$ cat src/rtl/uart_tx_arb_pkg.sv
// uart_tx_arb_pkg: shared FSM encoding and default sizing for the UART transmit arbiter.
package uart_tx_arb_pkg;
    localparam int DEF_NUM_REQ      = 4;
    localparam int DEF_DATA_WIDTH   = 8;
    localparam int DEF_BUSY_TIMEOUT = 16;

    typedef enum logic [1:0] {
        IDLE      = 2'd0,
        LOAD      = 2'd1,
        WAIT_BUSY = 2'd2,
        WAIT_DONE = 2'd3
    } state_t;
endpackage

$ cat src/rtl/rr_arbiter.sv
// rr_arbiter: combinational round-robin pick starting just after last_grant, with wrap-around.
module rr_arbiter #(
    parameter int N  = 4,
    parameter int IW = $clog2(N)
) (
    input  logic [N-1:0]  req,
    input  logic [IW-1:0] last_grant,
    output logic [N-1:0]  grant,
    output logic [IW-1:0] index
);
    logic [IW-1:0] k;

    // Walk offsets from farthest to nearest so the nearest requester overwrites any earlier hit.
    always_comb begin
        grant = '0;
        index = '0;
        k     = '0;
        for (int i = N; i >= 1; i--) begin
            k = IW'((int'(last_grant) + i) % N);
            if (req[k]) begin
                grant    = '0;
                grant[k] = 1'b1;
                index    = k;
            end
        end
    end
endmodule

$ cat src/rtl/uart_tx_arbiter.sv
// uart_tx_arbiter: shares one UART transmitter among NUM_REQ byte sources, one frame at a time,
// with a watchdog flag for a transmitter that never reports busy.
module uart_tx_arbiter import uart_tx_arb_pkg::*; #(
    parameter int NUM_REQ      = DEF_NUM_REQ,
    parameter int DATA_WIDTH   = DEF_DATA_WIDTH,
    parameter int BUSY_TIMEOUT = DEF_BUSY_TIMEOUT
) (
    input  logic                          clk,
    input  logic                          rst,
    input  logic [NUM_REQ-1:0]            req_valid,
    input  logic [NUM_REQ*DATA_WIDTH-1:0] req_data,
    output logic [NUM_REQ-1:0]            req_ready,
    output logic [DATA_WIDTH-1:0]         tx_p_data,
    output logic                          tx_data_valid,
    input  logic                          tx_busy,
    input  logic                          tx_done,
    output logic [$clog2(NUM_REQ)-1:0]    grant_id,
    output logic                          active,
    output logic                          err_timeout,
    input  logic                          err_clr
);
    localparam int IW = $clog2(NUM_REQ);
    localparam int CW = $clog2(BUSY_TIMEOUT + 1);

    state_t                state_q, state_d;
    logic [IW-1:0]         grant_id_q, grant_id_d, last_grant_q, last_grant_d;
    logic [DATA_WIDTH-1:0] p_data_q, p_data_d;
    logic [CW-1:0]         cnt_q, cnt_d;
    logic                  dv_q, dv_d, active_q, active_d, err_q, err_d;
    logic [NUM_REQ-1:0]    grant;
    logic [IW-1:0]         pick;

    rr_arbiter #(.N(NUM_REQ)) u_rr (
        .req        (req_valid),
        .last_grant (last_grant_q),
        .grant      (grant),
        .index      (pick)
    );

    // Gated by reset so no strobe escapes while the block is held in reset.
    assign req_ready     = (rst && state_q == IDLE) ? grant : '0;
    assign tx_p_data     = p_data_q;
    assign tx_data_valid = dv_q;
    assign grant_id      = grant_id_q;
    assign active        = active_q;
    assign err_timeout   = err_q;

    always_comb begin
        state_d      = state_q;
        grant_id_d   = grant_id_q;
        last_grant_d = last_grant_q;
        p_data_d     = p_data_q;
        cnt_d        = '0;
        err_d        = err_clr ? 1'b0 : err_q;
        case (state_q)
            IDLE: if (|req_ready) begin
                state_d      = LOAD;
                grant_id_d   = pick;
                last_grant_d = pick;
                p_data_d     = req_data[pick*DATA_WIDTH +: DATA_WIDTH];
            end
            LOAD: state_d = WAIT_BUSY;
            WAIT_BUSY: begin
                if (tx_done) state_d = IDLE;
                else if (tx_busy) state_d = WAIT_DONE;
                else if (cnt_q == CW'(BUSY_TIMEOUT - 1)) begin
                    state_d = IDLE;
                    err_d   = 1'b1;
                end
                else cnt_d = cnt_q + 1'b1;
            end
            WAIT_DONE: if (tx_done) state_d = IDLE;
            default: state_d = IDLE;
        endcase
        dv_d     = state_d == LOAD;
        active_d = state_d != IDLE;
    end

    always_ff @(posedge clk or negedge rst) begin
        if (!rst) begin
            state_q      <= IDLE;
            grant_id_q   <= '0;
            last_grant_q <= IW'(NUM_REQ - 1);
            p_data_q     <= '0;
            cnt_q        <= '0;
            dv_q         <= 1'b0;
            active_q     <= 1'b0;
            err_q        <= 1'b0;
        end else begin
            state_q      <= state_d;
            grant_id_q   <= grant_id_d;
            last_grant_q <= last_grant_d;
            p_data_q     <= p_data_d;
            cnt_q        <= cnt_d;
            dv_q         <= dv_d;
            active_q     <= active_d;
            err_q        <= err_d;
        end
    end
endmodule

$ cat config.mk
export PLATFORM = sky130hd
export DESIGN_NAME = uart_tx_arbiter
export DESIGN_NICKNAME = d
export VERILOG_FILES = /design/src/rtl/uart_tx_arb_pkg.sv /design/src/rtl/rr_arbiter.sv /design/src/rtl/uart_tx_arbiter.sv
export SDC_FILE = /design/constraint.sdc
export NUM_CORES = 1
export LEC_CHECK = 0
export CORE_MARGIN = 2
export CORE_UTILIZATION = 40
export DETAILED_ROUTE_END_ITERATION = 7
export GPL_TIMING_DRIVEN = 0
export HOLD_SLACK_MARGIN = 0.08
export PLACE_DENSITY = 0.75
export SYNTH_ARGS = -nofsm -noshare
export SYNTH_HDL_FRONTEND = slang
export SYNTH_HIERARCHICAL = 1
export SYNTH_SLANG_ARGS = --single-unit
$ cat constraint.sdc
create_clock -name clk -period 3.7 [get_ports clk]
set_clock_uncertainty 0.2 [all_clocks]
set_input_delay 0.74 -clock clk [delete_from_list [all_inputs] [get_ports clk]]
set_output_delay 0.74 -clock clk [all_outputs]
set_load 0.01 [all_outputs]
==> results of run 1 <==
==> worst max-delay path, stage by stage, from the launching register on <==
cell        delay, ns
dfstp_2          0.58
clkinvlp_4       0.13
ha_4             0.30
mux4_2           0.52
nor2b_4          0.17
a221oi_2         0.28
a21oi_2          0.09
buf_4            0.13
buf_4            0.12
o41a_4           0.42
buf_8            0.18
mux2_4           0.29
==> stage by stage <==
step | cell area, um2 | util, % | setup TNS (ns) | cells
after global routing | 2460 | 61.8 | 0 | 256
final | 2460 | 61.8 | 0 | 256
after detailed placement | 2240 | 56.5 | -3.95 | 240
after CTS | 2450 | 61.7 | 0 | 257
after floorplan | 1640 | - | 0 | 136
after global placement | 2240 | 56.5 | -2.09 | 240
==> per-layer routing <==
| metal | global-route usage, % | part of all wire, % |
|---|---|---|
| met1 | 23.2 | 40 |
| met2 | 31.9 | 52 |
| met3 | 3.13 | 6.7 |
| met4 | 10.0 | 1.5 |
| met5 | 0 | 0 |
==> area by class of cell <==
| class | count | area, um2 |
|---|---|---|
| fillers | 289 | 1520 |
| multi-input cells | 101 | 1090 |
| repair buffers | 68 | 627 |
| flip-flops and latches | 22 | 553 |
| well taps | 50 | 62.6 |
| clock buffers | 4 | 55.1 |
| plain buffers | 7 | 50.0 |
| inverters | 4 | 18.8 |
==> worst paths after layout <==
| check | start | endpoint | slack [ns] | depth (start not counted) |
|---|---|---|---|---|
| max | last_grant_q[0] | grant_id[0] | 0.16 | 11 |
| max reg2reg | last_grant_q[0] | grant_id[0] | 0.16 | 11 |
| min | cnt_q[0] | cnt_q[0] | 0.30 | 1 |
| min reg2reg | cnt_q[0] | cnt_q[0] | 0.30 | 1 |
| min in group asynchronous | rst | err_timeout | 0.40 | 1 |
| max in group asynchronous | rst | tx_p_data[7] | 2.32 | 1 |
==> registers in the layout, indices dropped and copies added (netlist names) <==
signal,cells
grant_id,2
state_q,2
tx_data_valid,1
cnt_q,5
last_grant_q,2
tx_p_data,8
err_timeout,1
active,1
==> kinds of logic (layout without fill, tap and decap cells) <==
logic type,count (synthesis),in the layout,synth area share [%]
AOI/OAI and AO/OA,27,27,12.7
xor gates and xnor gates,2,2,1.07
adders and majority gates,7,7,5.34
buffers and inverters,13,83,4.50
DFF,22,22,33.7
muxes,32,32,29.8
and+or+nand+nor,33,33,12.8
==> report_power, final <==
part	internal, W	total, W	switching, W
clock	0.0000948	0.000168	0.0000737
combinational	0.000916	0.00160	0.000684
sequential	0.000344	0.000410	0.0000663
==> what timing repair did <==
| action | in CTS | in global routing |
|---|---|---|
| setup endpoints to repair | 18 | 12 |
| pin swaps | 6 | 6 |
| setup buffers | 13 | 1 |
| gates cloned | 0 | 0 |
| resized for setup | 29 | 7 |
==> cell usage in the layout, fill, tap and decap left out, types with 5 or more instances in the layout <==
master / count
a21oi_2: 5
and2_1: 7
buf_2: 5
buf_4: 14
clkdlybuf4s50_1: 48
dfrtp_1: 20
ha_1: 6
mux2_2: 7
mux2_4: 7
mux2i_1: 6
mux4_2: 10
nor2_1: 5
==> metrics.csv, run 1 <==
metric,value,unit
Max Root-Sink Buffers,2,
post-synthesis instance total,136,
P&R area growth vs syn,49.7,%
Crit Path Max Fanout,10,
Worst-Margin Slew,0.935,ns
die area,0.00463,mm2
synth cell count leaders,"dfrtp_1 (20), mux4_2 (10), mux2i_1 (8)",
Root Buffer,clkbuf_8,
CORE AREA,0.00397,mm2
CP endpoint kind,flip-flop,
Post-Syn Nets,184,
register area share after synthesis,33.7,%
Placer Congestion,0.874,
Peak supply drop,396,uV
gr ovfl total,0,
Worst Path Arrival,3.49,ns
ranking of synthesized cells by area,"dfrtp_1 (31%), mux4_2 (14%), mux2_4 (6.4%)",
Worst Path Required,3.64,ns
TritonCTS clock tree,yes,
number of global-route vias before repair,1528,
first-pass GRT wire length,6620,um
top-count cell post-synth,dfrtp_1,
maxcap violations,0,
ANT cells,0,
Yosys reg bits,22,
clk slew on worst S/H paths,0.07,ns
GRT Total Usage,18.9,%
Most used DFF post-synth,dfrtp_1,
detailed-router iteration count before antenna repair,4,
largest net degree at the start of global routing,24,
RSZ-0062 raised after global routing,false,
Final setup violation count,0,
routed length per instance,15.6,um
hold crit path type,reg -> reg,
fraction of registers with async set/reset,100,%
Hold Buf Count CTS,0,
dpl hpwl,2960,um
Synth top area share,30.5,%
Fin Hold WS,0.295,ns
Leak,1.04,nW
Ys Warns,6,
worst-skew pair later-pin latency,0.26,ns
IO Pins,58,
CTS HTree Levels,1,
total power,0.00218,W
outcome,finished clean,
Post-Syn Area,0.00164,mm2
Power Density,887,mW/mm2
DRT iter0 DRCs,148,
post-synth top area cell,dfrtp_1,
slew margin rel.,37.6,%
DR vias,1449,
Vert. Die Dim,68.0,um
row count,23,
syn avg cell area,12.1,um2
Port Buffers,54,
Post-DRT Antenna Nets,0,
critical path class,reg -> reg,
Final #Nets,255,
startpoint types,flip-flop,
endpoints failing hold,0,
DRT Wirelength,3990,um
share of cells above drive strength 1,35.9,%
minimum clock period,3.54,ns
Place WS,-0.434,ns
Starting Density,41.3,%
fin. max-slew vios,0,
period utilization,95.8,%
Netlist cell types,41,
drt drc,0,
CTS Buf Count,3,
Fmax achieved,282,MHz
clk sinks,22,
final worst setup slack,0.155,ns
initial antenna violation count,0,
vias per inst,5.66,
Die W,68.0,um
Post-synth EDFFs,0,
Note: power is estimated with default switching activity, not from simulation.
==> run 2: changes to the inputs <==
CORE_UTILIZATION = 41   (was 40)
PLACE_DENSITY = 0.77   (was 0.75)
==> run 2 against run 1 <==
Setup slack worse by 0.044 ns. Critical path depth decreased by 3. Utilization rose by 5.9 points. Clock-buffer cell count decreased by 1. Combinational power up 6%. Power up 7.1%. Wire length increased by 5.1%. Non-clock buffer count rose by 3. Sequential share of layout area fell by 0.72 points. Final area is 3.3% higher. Sequential cell count stayed put.
==> metrics.csv, run 2 (synthesis gave the netlist of run 1 again) <==
metric,value,unit,change
outcome,finished clean,,
share of cells above drive strength 1,36.8,%,+0.92 points
first-pass GRT wire length,6910,um,+4.5%
Final #Nets,258,,+1.2%
Starting Density,43.8,%,+2.5 points
vias per inst,5.61,,-0.94%
CORE AREA,0.00374,mm2,-5.7%
die area,0.00452,mm2,-2.3%
slowest CP cell,dfstp_2,,
Fillers,283,,-2.1%
part of the power in the clock network,9.8,%,+2.1 points
switch share,37.2,%,-0.60 points
Worst Path Arrival,2.65,ns,-0.84 ns
endpoints failing hold,0,,unchanged
Port Buffers,54,,unchanged
"most common cell after layout, fill and taps aside",clkdlybuf4s50_1,,
cell breakdown of the critical path,clkinvlp_4 > ha_4 > mux4_2 > nor2b_4 > a221oi_2 > a21oi_2 > and2_1 > clkdlybuf4s15_1,,
maxcap violations,0,,unchanged
IO Pins,58,,unchanged
hold crit path type,reg -> reg,,
CTS Buf Count,3,,unchanged
P&R area growth vs syn,54.7,%,
fin. max-slew vios,0,,unchanged
Die W,67.3,um,-1.2%
gr ovfl total,0,,unchanged
drt drc,0,,unchanged
Power Density,919,mW/mm2,+3.6%
critical path class,reg -> out,,
Fmax achieved,279,MHz,-1.2%
DRT Wirelength,4190,um,+5.1%
routed length per instance,16.3,um,+4.7%
Crit Path Max Fanout,4,,-6
dpl hpwl,2830,um,-4.2%
sequential fraction of design power,17.9,%,-0.9 points
ANT cells,0,,unchanged
Internal,0.00146,W,+8.1%
Max Root-Sink Buffers,2,,unchanged
number of global-route vias before repair,1481,,-3.1%
CP peak stage delay,0.59,ns,about the same
largest net degree at the start of global routing,24,,unchanged
startpoint types,flip-flop,,
Fin Hold WS,0.272,ns,-0.0228 ns
GRT Total Usage,19.9,%,+0.96 points
Vert. Die Dim,67.3,um,-1.2%
DR vias,1441,,-0.55%
TritonCTS clock tree,yes,,
CTS HTree Levels,1,,unchanged
Largest register FFs,8,,unchanged
DRT iter0 DRCs,66,,-55%
RSZ-0062 raised after global routing,false,,
clk sinks,22,,unchanged
Leak,1.07,nW,+3.1%
minimum clock period,3.59,ns,+0.0442 ns
period utilization,97.0,%,+1.2 points
Peak supply drop,443,uV,+12%
Placer Congestion,0.785,,-10%
Total Neg Setup Slack,0,ns,unchanged
Worst-Margin Slew,0.981,ns,+0.0464 ns
initial antenna violation count,0,,unchanged
clk slew on worst S/H paths,0.09,ns,+0.02 ns
Worst Path Required,2.76,ns,-0.88 ns
worst-skew pair later-pin latency,0.27,ns,about the same
"commonest cells after routing, fill and taps aside","clkdlybuf4s50_1 (48), dfrtp_1 (20), buf_4 (15)",,
slew margin rel.,34.5,%,-3.1 points
CP endpoint kind,output pin,,
Comb power frac,72.4,%,-1.0 points
row count,22,,-4.3%
Final setup violation count,0,,unchanged
Root Buffer,clkbuf_8,,
detailed-router iteration count before antenna repair,4,,unchanged
Net Sw Power,0.000868,W,+5.4%
Post-DRT Antenna Nets,0,,unchanged
==> run 2: metrics by stage <==
stage / power [W] / util [%] / setup slack [ns] / cell area [um2] / cells
final: 0.00233 / 67.8 / 0.111 / 2540 / 257
after global routing: 0.00247 / 67.8 / 0.0206 / 2540 / 257
after CTS: 0.00229 / 67.8 / -0.0364 / 2540 / 260
after detailed placement: 0.00170 / 59.9 / -0.381 / 2240 / 238
after global placement: 0.00165 / 59.9 / -0.304 / 2240 / 238
after floorplan: 0.00133 / - / 0.112 / 1640 / 136
==> run 2: power by group through the flow <==
stage	clock network [W]	registers (W)	logic, W
after floorplan	0	0.000439	0.000890
after global placement	0	0.000417	0.00123
after detailed placement	0	0.000420	0.00128
after CTS	0.000229	0.000407	0.00166
after global routing	0.000239	0.000430	0.00180
final	0.000228	0.000417	0.00169
==> run 2: path summary, 6_finish.rpt <==
kind | from | to | slack (ns) | cells past startpoint
max | last_grant_q[0] | req_ready[3] | 0.11 | 8
min | cnt_q[0] | cnt_q[0] | 0.27 | 1
max reg2reg | last_grant_q[0] | tx_p_data[2] | 0.12 | 12
min reg2reg | cnt_q[0] | cnt_q[0] | 0.27 | 1
max in group asynchronous | rst | tx_p_data[7] | 2.28 | 1
min in group asynchronous | rst | state_q[0] | 0.41 | 1
==> run 2: repair_timing <==
action	CTS	global route
gates resized for setup	34	7
endpoints found under the setup margin	16	17
cloned	1	0
setup buffers	19	0
pin swaps	9	4
hold buffers	0	0
==> run 2: cell type report <==
| class | count | area (um2) | share of cell area [%] |
|---|---|---|---|
| flip-flops and latches | 22 | 553 | 21.8 |
| repair buffers | 72 | 689 | 27.2 |
| plain buffers | 6 | 43.8 | 1.73 |
| inverters | 4 | 22.5 | 0.888 |
| clock buffers | 3 | 41.3 | 1.63 |
| well taps | 48 | 60.1 | 2.37 |
| multi-input cells | 101 | 1100 | 43.2 |
| clock inverters | 1 | 30.0 | 1.18 |
==> run 2: layer usage <==
layer  GRT usage, %  routed length, um  vias to the layer above  part of all wire [%]
met5              0                  0                        -                     0
met2           32.9               2180                       51                    52
met4           6.63                 44                        0                   1.0
met3           2.33                153                        6                   3.6
met1           27.2               1810                      723                    43
li1               -                  -                      661                     -
==> run 2: worst max-delay path, delay by kind of cell, from the launching register on <==
| family | cells | cell delay (ns) |
|---|---|---|
| AOI/OAI and AO/OA | 2 | 0.34 |
| adders and majority gates | 1 | 0.29 |
| buffers and inverters | 2 | 0.35 |
| DFF | 1 | 0.59 |
| muxes | 1 | 0.51 |
| and+or+nand+nor | 2 | 0.31 |
==> variant (flow settings as in run 1) <==
`p_data_q` no longer has a reset.
--- a/src/rtl/uart_tx_arbiter.sv
+++ b/src/rtl/uart_tx_arbiter.sv
@@ -82,5 +82,4 @@
             grant_id_q   <= '0;
             last_grant_q <= IW'(NUM_REQ - 1);
-            p_data_q     <= '0;
             cnt_q        <= '0;
             dv_q         <= 1'b0;
@@ -91,5 +90,4 @@
             grant_id_q   <= grant_id_d;
             last_grant_q <= last_grant_d;
-            p_data_q     <= p_data_d;
             cnt_q        <= cnt_d;
             dv_q         <= dv_d;
@@ -98,4 +96,8 @@
         end
     end
+
+    always_ff @(posedge clk) begin
+        p_data_q <= p_data_d;
+    end
 endmodule
 
Formal check against the unedited RTL: differs if rst is asserted again (counterexample within 4 cycles, from zero or initial values and one cycle with rst low); with rst held inactive, the same outputs for 10 cycles.
==> variant against run 1 <==
  * Worst setup slack worse by 0.087 ns
  * Die area is 2.7% lower
  * Sequential share of layout area is 2.1 points higher
  * Power shrank 2.3%
  * Critical path depth shrank 1
  * Final area down 2.1%
  * Sequential power rose by 4%
  * Wire length is 10% higher
  * Sequential cell count stayed put
  * Synthesized area decreased by 2.9%
  * Largest power group unchanged
==> variant: results (changes against run 1) <==
Power
  – Leak Pwr: 0.972 nW (-6.7%)
  – Peak VDD IR: 0.393 mV (-0.70%)

Global routing
  – Aggregate global-route resource usage: 0.202 (+0.0128)
  – Largest net degree at the start of global routing: 16 (-33%)
  – Vias in the first global route: 1,399 (-8.4%)
  – Initial antenna violation count: 0 (unchanged)
  – First-pass GRT wire length: 6.86 mm (+3.6%)

Clocking
  – Clock Pin Slew Worst Setup and Hold Paths: approximately 0.080 ns
  – Later-pin clock latency in the skew report: 0.26 ns (about the same)
  – Clk buf depth: 2 (unchanged)
  – CTS Buf Count: 3 (unchanged)
  – H-tree depth: 1 (unchanged)
  – CTS Root Cell: clkbuf_8

Placement
  – Hpwl dp: 3.04 mm (+2.8%)
  – Pre-CTS setup slack: -0.451 ns (-0.0168 ns)
  – Number of port buffers: 54 (unchanged)
  – Routability cong.: 0.717 (-18%)

Hold path
  – Hold_sp: cnt_q[0]
  – Hold Path Class: flop to flop

Yosys
  – Xor-xnor portion of the synthesized cell area: 0.0110 (+0.000319)
  – Area contributors post-synth: dfrtp_1, edfxtp_1, mux4_2
  – Share of flip-flops with an asynchronous set or reset: 0.636 (-0.364)
  – Ys Warns: 6 (unchanged)
  – Cell variety after synth: 42 (+2.4%)
  – Most frequent cells after synthesis: dfrtp_1, mux4_2, edfxtp_1, mux2i_1
  – Synth Area in Adders: 0.0550 (+0.00159)
  – Post-synthesis compound-gate area fraction: 0.132 (+0.00459)
  – Ys flop type: dfrtp_1
  – Number of synthesized flops with an enable pin: 8 (+8)
  – Multiplexer area fraction after synthesis: 0.244 (-0.0547)
  – Seq/Total Area, Yosys: 0.372 (+0.0352)
  – Syn Nets: 177 (-3.8%)

Finish
  – Proportion of layout cells with a drive suffix above 1: 0.332 (-0.0276)
  – Fill cells: 288 (-0.35%)
  – Largest register FFs: 8 (unchanged)
  – Post-layout nets: 245 (-3.9%)
  – ANT cells: 0 (unchanged)

Route
  – WL met2: 2.10 mm (+1.4%)
  – WL met3: 495 um (+84%)
  – WL per Instance: 18.0 um (+16%)
  – Max layer used: met4
  – Initial DRC count: 70 (-53%)
  – Vias/cell: 5.64 (-0.44%)
  – Wl on met1: 1.70 mm (+7.4%)
  – Drt pass-1 iters: 4 (unchanged)

Worst setup path
  – Crit path max fanout: 5 (-5)
  – WP data arrival: 2.69 ns (-0.80 ns)
  – Reg2reg start: last_grant_q[0]
  – CP startpoint kind: flop

Timing
  – Rel. slew slack: 0.576 (+0.200)

Status
  – Status: completed
variant: changes by cell type in the layout (fill, tap and decap cells not counted), sizes merged:
cell	before	now
clkbuf	7	6
clkinvlp	1	0
bufinv	0	1
clkdlybuf4s50	48	49
dfrtp	20	12
inv	3	4
buf	22	19
mux2	14	6
dlymetal6s2s	1	0
o41a	1	2
edfxtp	0	8
variant: path summary, 6_finish.rpt:
kind / to / slack [ns] / depth (start not counted)
worst min-delay path: cnt_q[0] / 0.26 / 1
worst max register to register: grant_id[0] / 0.24 / 12
min in group asynchronous: err_timeout / 0.67 / 1
worst max-delay path: req_ready[3] / 0.07 / 10
worst min register to register: cnt_q[0] / 0.26 / 1
max in group asynchronous: cnt_q[4] / 2.22 / 1
variant: cell families (layout without fill, tap and decap cells):
family | count (synthesis) | count (layout)
AO/OA/AOI/OAI | 28 | 28
buffers and inverters | 13 | 80
XOR/XNOR | 2 | 2
AND/OR/NAND/NOR | 33 | 33
adder cells (fa/ha/maj) | 7 | 7
flip-flops | 22 | 22
multiplexers | 24 | 24
variant: routing by layer:
layer	vias to the layer above	GRT usage
li1	631	-
met1	650	0.233
met2	86	0.369
met3	8	0.0524
met4	0	0.0536
met5	-	0
variant: power by group:
| part | switching, mW | internal [mW] |
|---|---|---|
| clock network | 0.0752 | 0.144 |
| logic | 0.690 | 0.793 |
| registers | 0.0522 | 0.374 |
variant: layout make-up:
cell class,instances,area share
inverter,4,0.00832
buffer,8,0.0239
tap,48,0.0250
timing repair buffer,64,0.247
clock inverter,1,0.0125
clock buffer,3,0.0172
multi-input combinational,94,0.419
sequential,22,0.247
variant: timing repair:
action                                 4_1_cts  5_1_grt
pin swaps                                    6        7
endpoints found under the hold margin        0        0
setup endpoints to repair                   14        4
setup buffers                               10        0
resized for setup                           26       11
hold buffers                                 0        0
variant: critical path: stages (launching register included):
cell and delay [ns]:
dfstp_2 0.55, buf_6 0.11, inv_4 0.05, ha_4 0.25
buf_6 0.10, mux4_2 0.51, nor2b_4 0.17, a221oi_2 0.31
a21oi_2 0.11, and2_1 0.15, buf_2 0.13
variant: metrics by stage:
step	std cells	cell area, um2	TNS (ns)
final	244	2400	0
after global routing	244	2400	0
after CTS	245	2380	0
after detailed placement	231	2190	-1.93
after global placement	231	2190	-1.40
after floorplan	129	1590	0
